==> src/rtl/midi_pkg.sv <==
// midi_pkg: shared constants and types for the MIDI note parser.
//   - MIDI status type nibbles (upper nibble of a status byte)
//   - lowest system real-time byte value
//   - parser FSM state encoding
package midi_pkg;

  // Status type nibbles
  localparam logic [3:0] NOTE_OFF = 4'h8;
  localparam logic [3:0] NOTE_ON  = 4'h9;
  localparam logic [3:0] POLY_AT  = 4'hA;
  localparam logic [3:0] CC       = 4'hB;
  localparam logic [3:0] PROG     = 4'hC;
  localparam logic [3:0] CHAN_AT  = 4'hD;
  localparam logic [3:0] PITCH    = 4'hE;

  // Bytes at or above this value are system real-time messages
  localparam logic [7:0] SYS_RT_MIN = 8'hF8;

  // Parser state: IDLE = no running status, D1/D2 = waiting for data byte 1/2
  typedef enum logic [1:0] {
    IDLE = 2'd0,
    D1   = 2'd1,
    D2   = 2'd2
  } state_e;

endpackage

==> src/rtl/midi_note_parser.sv <==
// midi_note_parser: turns a MIDI byte stream into monophonic note control.
//   Decodes Note On / Note Off on one channel (or all, with OMNI), supports
//   running status, and tracks the sounding note with last-note priority.
// Parameters:
//   CHANNEL  MIDI channel matched against the status low nibble
//   OMNI     1 = accept every channel
// Ports:
//   clk       system clock, rising edge
//   rst       synchronous active-high reset
//   rx_data   received MIDI byte
//   rx_valid  one-cycle strobe qualifying rx_data
//   on        one-cycle pulse: start note
//   off       one-cycle pulse: stop sounding note
//   note      current note number (valid when on pulses, held otherwise)
//   velocity  velocity of the last accepted Note On
//   active    high while a note is sounding
module midi_note_parser
  import midi_pkg::*;
#(
  parameter logic [3:0] CHANNEL = 4'd0,
  parameter bit         OMNI    = 1'b0
) (
  input  logic       clk,
  input  logic       rst,
  input  logic [7:0] rx_data,
  input  logic       rx_valid,
  output logic       on,
  output logic       off,
  output logic [6:0] note,
  output logic [6:0] velocity,
  output logic       active
);

  state_e     state_q, state_d;
  logic [7:0] status_q, status_d;
  logic [6:0] d1_q, d1_d;
  logic [6:0] note_q, note_d;
  logic [6:0] vel_q, vel_d;
  logic       active_q, active_d;
  logic       on_q, on_d;
  logic       off_q, off_d;

  logic       is_rt_s;
  logic       is_sys_s;
  logic [3:0] st_type_s;
  logic       ours_s;
  logic       one_byte_s;

  // Classify the incoming byte and the latched running status
  always_comb begin
    is_rt_s    = (rx_data >= SYS_RT_MIN);
    is_sys_s   = (rx_data[7:4] == 4'hF) && !is_rt_s;
    st_type_s  = status_q[7:4];
    ours_s     = ((st_type_s == NOTE_OFF) || (st_type_s == NOTE_ON)) &&
                 ((OMNI == 1'b1) || (status_q[3:0] == CHANNEL));
    one_byte_s = (st_type_s == PROG) || (st_type_s == CHAN_AT);
  end

  // Next-state and message-completion logic
  always_comb begin
    state_d  = state_q;
    status_d = status_q;
    d1_d     = d1_q;
    note_d   = note_q;
    vel_d    = vel_q;
    active_d = active_q;
    on_d     = 1'b0;
    off_d    = 1'b0;
    if (rx_valid && !is_rt_s) begin
      if (rx_data[7]) begin
        if (is_sys_s) begin
          // System common / SysEx kills running status; its data is dropped
          status_d = 8'h00;
          state_d  = IDLE;
        end else begin
          status_d = rx_data;
          state_d  = D1;
        end
      end else begin
        case (state_q)
          IDLE: begin
            state_d = IDLE;
          end
          D1: begin
            if (one_byte_s) begin
              // Foreign one-byte message completes here; stay for running status
              state_d = D1;
            end else begin
              d1_d    = rx_data[6:0];
              state_d = D2;
            end
          end
          D2: begin
            state_d = D1;
            if (ours_s) begin
              if ((st_type_s == NOTE_ON) && (rx_data[6:0] != 7'd0)) begin
                note_d   = d1_q;
                vel_d    = rx_data[6:0];
                active_d = 1'b1;
                on_d     = 1'b1;
              end else if (active_q && (d1_q == note_q)) begin
                // Release only the note currently sounding
                active_d = 1'b0;
                off_d    = 1'b1;
              end else begin
                active_d = active_q;
              end
            end else begin
              state_d = D1;
            end
          end
          default: begin
            state_d = IDLE;
          end
        endcase
      end
    end else begin
      state_d = state_q;
    end
  end

  // State and output registers
  always_ff @(posedge clk) begin
    if (rst) begin
      state_q  <= IDLE;
      status_q <= 8'h00;
      d1_q     <= 7'd0;
      note_q   <= 7'd0;
      vel_q    <= 7'd0;
      active_q <= 1'b0;
      on_q     <= 1'b0;
      off_q    <= 1'b0;
    end else begin
      state_q  <= state_d;
      status_q <= status_d;
      d1_q     <= d1_d;
      note_q   <= note_d;
      vel_q    <= vel_d;
      active_q <= active_d;
      on_q     <= on_d;
      off_q    <= off_d;
    end
  end

  assign on       = on_q;
  assign off      = off_q;
  assign note     = note_q;
  assign velocity = vel_q;
  assign active   = active_q;

endmodule
==> config.mk <==
export PLATFORM = sky130hd
export DESIGN_NAME = midi_note_parser
export DESIGN_NICKNAME = d
export VERILOG_FILES = /design/src/rtl/midi_pkg.sv /design/src/rtl/midi_note_parser.sv
export SDC_FILE = /design/constraint.sdc
export NUM_CORES = 1
export LEC_CHECK = 0
export ABC_AREA = 1
export ABC_CLOCK_PERIOD_IN_PS = 3150
export CORE_MARGIN = 5
export CORE_UTILIZATION = 35
export DETAILED_ROUTE_END_ITERATION = 8
export PLACE_DENSITY = 0.57
export SLEW_MARGIN = 15
export SYNTH_ARGS = -nofsm -noshare
export SYNTH_HDL_FRONTEND = slang
export SYNTH_SLANG_ARGS = --single-unit
==> constraint.sdc <==
create_clock -name clk -period 3.15 [get_ports clk]
set_input_delay 0.945 -clock clk [delete_from_list [all_inputs] [get_ports clk]]
set_output_delay 0.945 -clock clk [all_outputs]
set_load 0.05 [all_outputs]
=== Yosys cells after proc, flatten, opt, wreduce, memory -nomap -nowiden ===
Index checks and enable logic that the tools add are counted.

* Flip-flop bits (word level): 34
* Bits of input ports: 11
* Output and inout bits: 17
* Word-level logic and storage cells: 48

* $lt $le $gt $ge: 1
* Eq/ne operators: 8
* Mux-type cells: 9
* Bitwise logic cells: 5
* Reductions and logical operators: 17

{| class="wikitable"
|+ Operators by type and width
! cell !! count
|-
| 4-bit equality test, second input constant || 5
|-
| 5-bit AND reduction || 2
|-
| 8-bit greater-or-equal comparator, second input constant || 1
|-
| 8-bit two-way mux || 1
|-
| 7-bit equality test || 1
|-
| 7-bit nonzero test || 1
|-
| 6-bit OR reduction || 1
|-
| 1-bit logical AND || 5
|-
| 1-bit two-way mux || 5
|-
| 1-bit inverter || 5
|-
| 5-bit OR reduction || 1
|-
| 4-bit zero test || 1
|-
| 2-bit two-way mux || 2
|-
| 2-bit one-hot mux with 2 select lines || 1
|-
| 4-bit AND reduction || 1
|-
| 2-bit by 1-bit equality test with 1-bit output, second input constant || 1
|-
| 2-bit equality test, second input constant || 1
|-
| 1-bit logical OR || 2
|-
| 2-bit AND reduction || 1
|-
| 2-bit nonzero test || 1
|-
| 1-bit zero test || 1
|}

=== Longest topological paths before layout ===
* Word-level depth: 5
* Gate-level depth with buffers: 10

=== Least setup slack after synthesis ===
No wires, ideal clock.

* Kind: input -> register
* From: in rx_data[5]
* To: reg note_q[1] (netlist: note[1])
* Arrival time: 1747 ps
* Data required time: 3036 ps
* Slack: 1289 ps
* Cell stages on the path: 10
* Path buffers: 1
* Cell sequence: nand2_1 -> nor2_2 -> nand2_2 -> nand2_2 -> nor2_4 -> nand3_4 -> inv_4 -> buf_12 -> nor2_2 -> nor2_1

* Cells in the longest elaborated chain, start to end: 4
* Elaborated cells between the ends (all ways): 6
* Those cells by class: order compare (1); reduce/logical (5)

{| class="wikitable"
|+ Ends and longest elaborated chain
! item !! RTL line !! RTL
|-
| start: declaration || midi_note_parser.sv:25 || <nowiki>input logic [7:0] rx_data,</nowiki>
|-
| 8-bit greater-or-equal comparator || midi_note_parser.sv:51 || <nowiki>is_rt_s = (rx_data >= SYS_RT_MIN);</nowiki>
|-
| 1-bit zero test || midi_note_parser.sv:69 || <nowiki>if (rx_valid && !is_rt_s) begin</nowiki>
|-
| 1-bit logical AND || midi_note_parser.sv:69 ||
|-
| 5-bit AND reduction (no line) * || - ||
|-
| end signal: assignment || midi_note_parser.sv:137 || <nowiki>note_q <= note_d;</nowiki>
|-
| end: declaration || midi_note_parser.sv:37 || <nowiki>logic [6:0] note_q, note_d;</nowiki>
|}

Mark *: on every way between the ends. The rest lies on a longest branch, timed or not.
A chain may end at the register's enable or synchronous reset.

=== Worst setup path after layout ===
* From: reg note_q[5] (netlist: note[5])
* To: out note[5]

{| class="wikitable"
|+ RTL lines
! item !! RTL line !! RTL
|-
| end: declaration || midi_note_parser.sv:29 || <nowiki>output logic [6:0] note,</nowiki>
|}

No word-level cell between the ends.

==> impl_metrics.yaml <==
clocking:
  cts_repair_resize_count: 0
  cts-buffers-inserted: 5
  postCtsSetupBuffers: 0
  path_clk_slew_ns: 0.07
  ctsHoldBuffers: 0
  cts_tree: "done"
  htreeDepth: 2
  clock_path_buffers: 2
  clock_sinks: 34
  clkLatencyLatePin_ns: 0.29
  cts_root_buffer: "clkbuf_8"
logic_synthesis:
  synth_cell_types: 25
  synth_nets: 232
  synthTopCellsByArea: "dfxtp_1 (42%), nand2_1 (8.6%), nor2_1 (8.6%)"
  synth.avg_cell_area_um2: 7.39
  ys_seq_area_share_pct: 42.0
  synthDominantCellAreaShare_pct: 42.0
  synthArstFlopShare_pct: 0
  synthCells: 219
  yosysWarnings: 0
  synth_edf_count: 0
  netlist_area_um2: 1620
  synth_ff_type: "dfxtp_1"
  ys_seq_elements: 34
  yosysTopAreaCell: "dfxtp_1"
hold_path:
  min_path_type: "flop to flop"
  hold_path.startpoint: "status_q[3]"
  whs_path_depth: 2
  min_to: "status_q[3]"
critical_path:
  start_kind: "flop"
  worstPathArrival_ns: 1.51
  timing.rr.end: "d1_q[4]"
  ff2ff_path_depth: 7
  slowest_delay_ns: 0.83
  slowest_stage: "clkdlybuf4s50_1"
  timing.rr.start: "state_q[1]"
  path_cells: "clkdlybuf4s50_1"
  path_buf_inv: 1
  cp_max_fo: 4
  critPathKind: "flop to primary output"
  rrSetupSlack_ns: 1.49
  cpLargestDelayFamily: "buffers and inverters"
  critPathLaunch: "note[5]"
  cp.required_ns: 2.20
  endpoint_kind: "primary output"
final_layout:
  layout_common_cells: "nor2_1 (37), nand2_1 (37), dfxtp_1 (34)"
  syn_to_final_growth_pct: 24.7
  num_antenna_cells: 0
  stdcell_count: 301
  drive_gt1_share_pct: 11.6
  postLayoutCellArea_um2: 2020
  nNetsFinal: 261
sta:
  rsz0062_at_grt: "false"
  tns_ns: 0
  drv_slew: 0
  hold_viol: 0
  finalSetupViolations: 0
  post-route-min-period_ns: 2.46
  fin_skew_ns: 0.00323
  worst_slew_pin_slew_ns: 0.551
  finalCritPeriodShare_pct: 78.0
  relSlewSlack_pct: 63.2
  achievable-frequency_ghz: 0.407
die:
  die_h_um: 78.0
  start_util_pct: 36.7
  fp.dieW_um: 78.0
  die_area_um2: 6090
  ios: 28
  core_area_um2: 4410
  core.rowCount: 24
global_route:
  grt_max_degree: 18
  grt_pass1_wl_um: 6210
  track_usage_pct: 12.7
  grt-ovfl-total: 0
  antenna_found_initial: 0
  grt_pass1_vias: 1282
place:
  dpl.cell_count: 293
  postPlaceCellArea_um2: 1910
  gp_congestion: 0.773
  port_buffers: 27
  hpwlAfterDp_um: 2730
route:
  drc: 0
  drtIter0Drc: 52
  viasPerCell: 4.62
  postRouteAntennaNets: 0
  num_vias: 1391
  wl_per_cell_um: 12.3
  drt_wl_total_um: 3700
  dr.pass1.iters: 4
pwr:
  totalPowerFinal_mw: 0.915
  p_leak_nw: 0.736
  ir_drop_mv: 0.282
  power.density_nw_per_um2: 453
job:
  drv_cap: 0
status:
  status: "finished, final reports clean"
-- stage by stage --
stage               setup slack (ns)  hold slack [ns]  util [%]
floorplan                       1.29            0.425         -
global placement               0.426            0.452      43.3
detailed placement             0.438            0.451      43.3
CTS                            0.692            0.461      45.7
global route                   0.502            0.477      45.7
finish                         0.691            0.462      45.7
-- cell usage after synthesis (2+ instances only) --
library cell / instances
a21oi_1: 18
nand4_1: 2
o21ai_0: 9
nor2_2: 12
nand2_1: 37
nor2_1: 37
o21bai_1: 14
dfxtp_1: 34
nand3_1: 10
clkbuf_1: 3
ha_1: 2
inv_1: 25
nand2_2: 2
nor2_4: 3
-- area by class of cell --
| class | instances | area (um^2) |
|---|---|---|
| inverters | 27 | 104 |
| multi-input cells | 152 | 785 |
| repair buffers | 28 | 278 |
| clock buffers | 7 | 76.3 |
| clock inverters | 1 | 30.0 |
| fillers | 442 | 2400 |
| flip-flops and latches | 34 | 681 |
| well taps | 52 | 65.1 |
-- kinds of logic (layout without fill, tap and decap cells) --
| logic type | count (synthesis) | count (layout) | synth area share, % |
|---|---|---|---|
| flip-flops | 34 | 34 | 42.0 |
| buffers and inverters | 33 | 63 | 9.51 |
| AO/OA/AOI/OAI | 42 | 42 | 15.2 |
| adder cells (fa/ha/maj) | 2 | 2 | 1.55 |
| AND/OR/NAND/NOR | 108 | 108 | 31.7 |
-- state kept, by name, summed over array words and instances (netlist names) --
name and count:
off 1, note 7, status_q 8, d1_q 7, state_q 2, on 1
active 1, velocity 7
-- report_power, final --
group          internal (mW)  switching (mW)
logic                 0.0318          0.0441
registers              0.438         0.00605
clock network          0.237           0.158
total                  0.707           0.208
-- how the worst max path moves through the flow --
stage / to / cells after the start
global route: d1_q[4] / 7
global placement: d1_q[4] / 7
floorplan: note[1] / 10
detailed placement: d1_q[0] / 7
CTS: note[5] / 1
finish: note[5] / 1
-- metal layers --
metal / global-route usage, % / wire (um)
met5: 0 / 0
met4: 5.57 / 70
met3: 3.43 / 174
met2: 19.4 / 1600
met1: 16.7 / 1850
(Power assumes the default switching activity.)
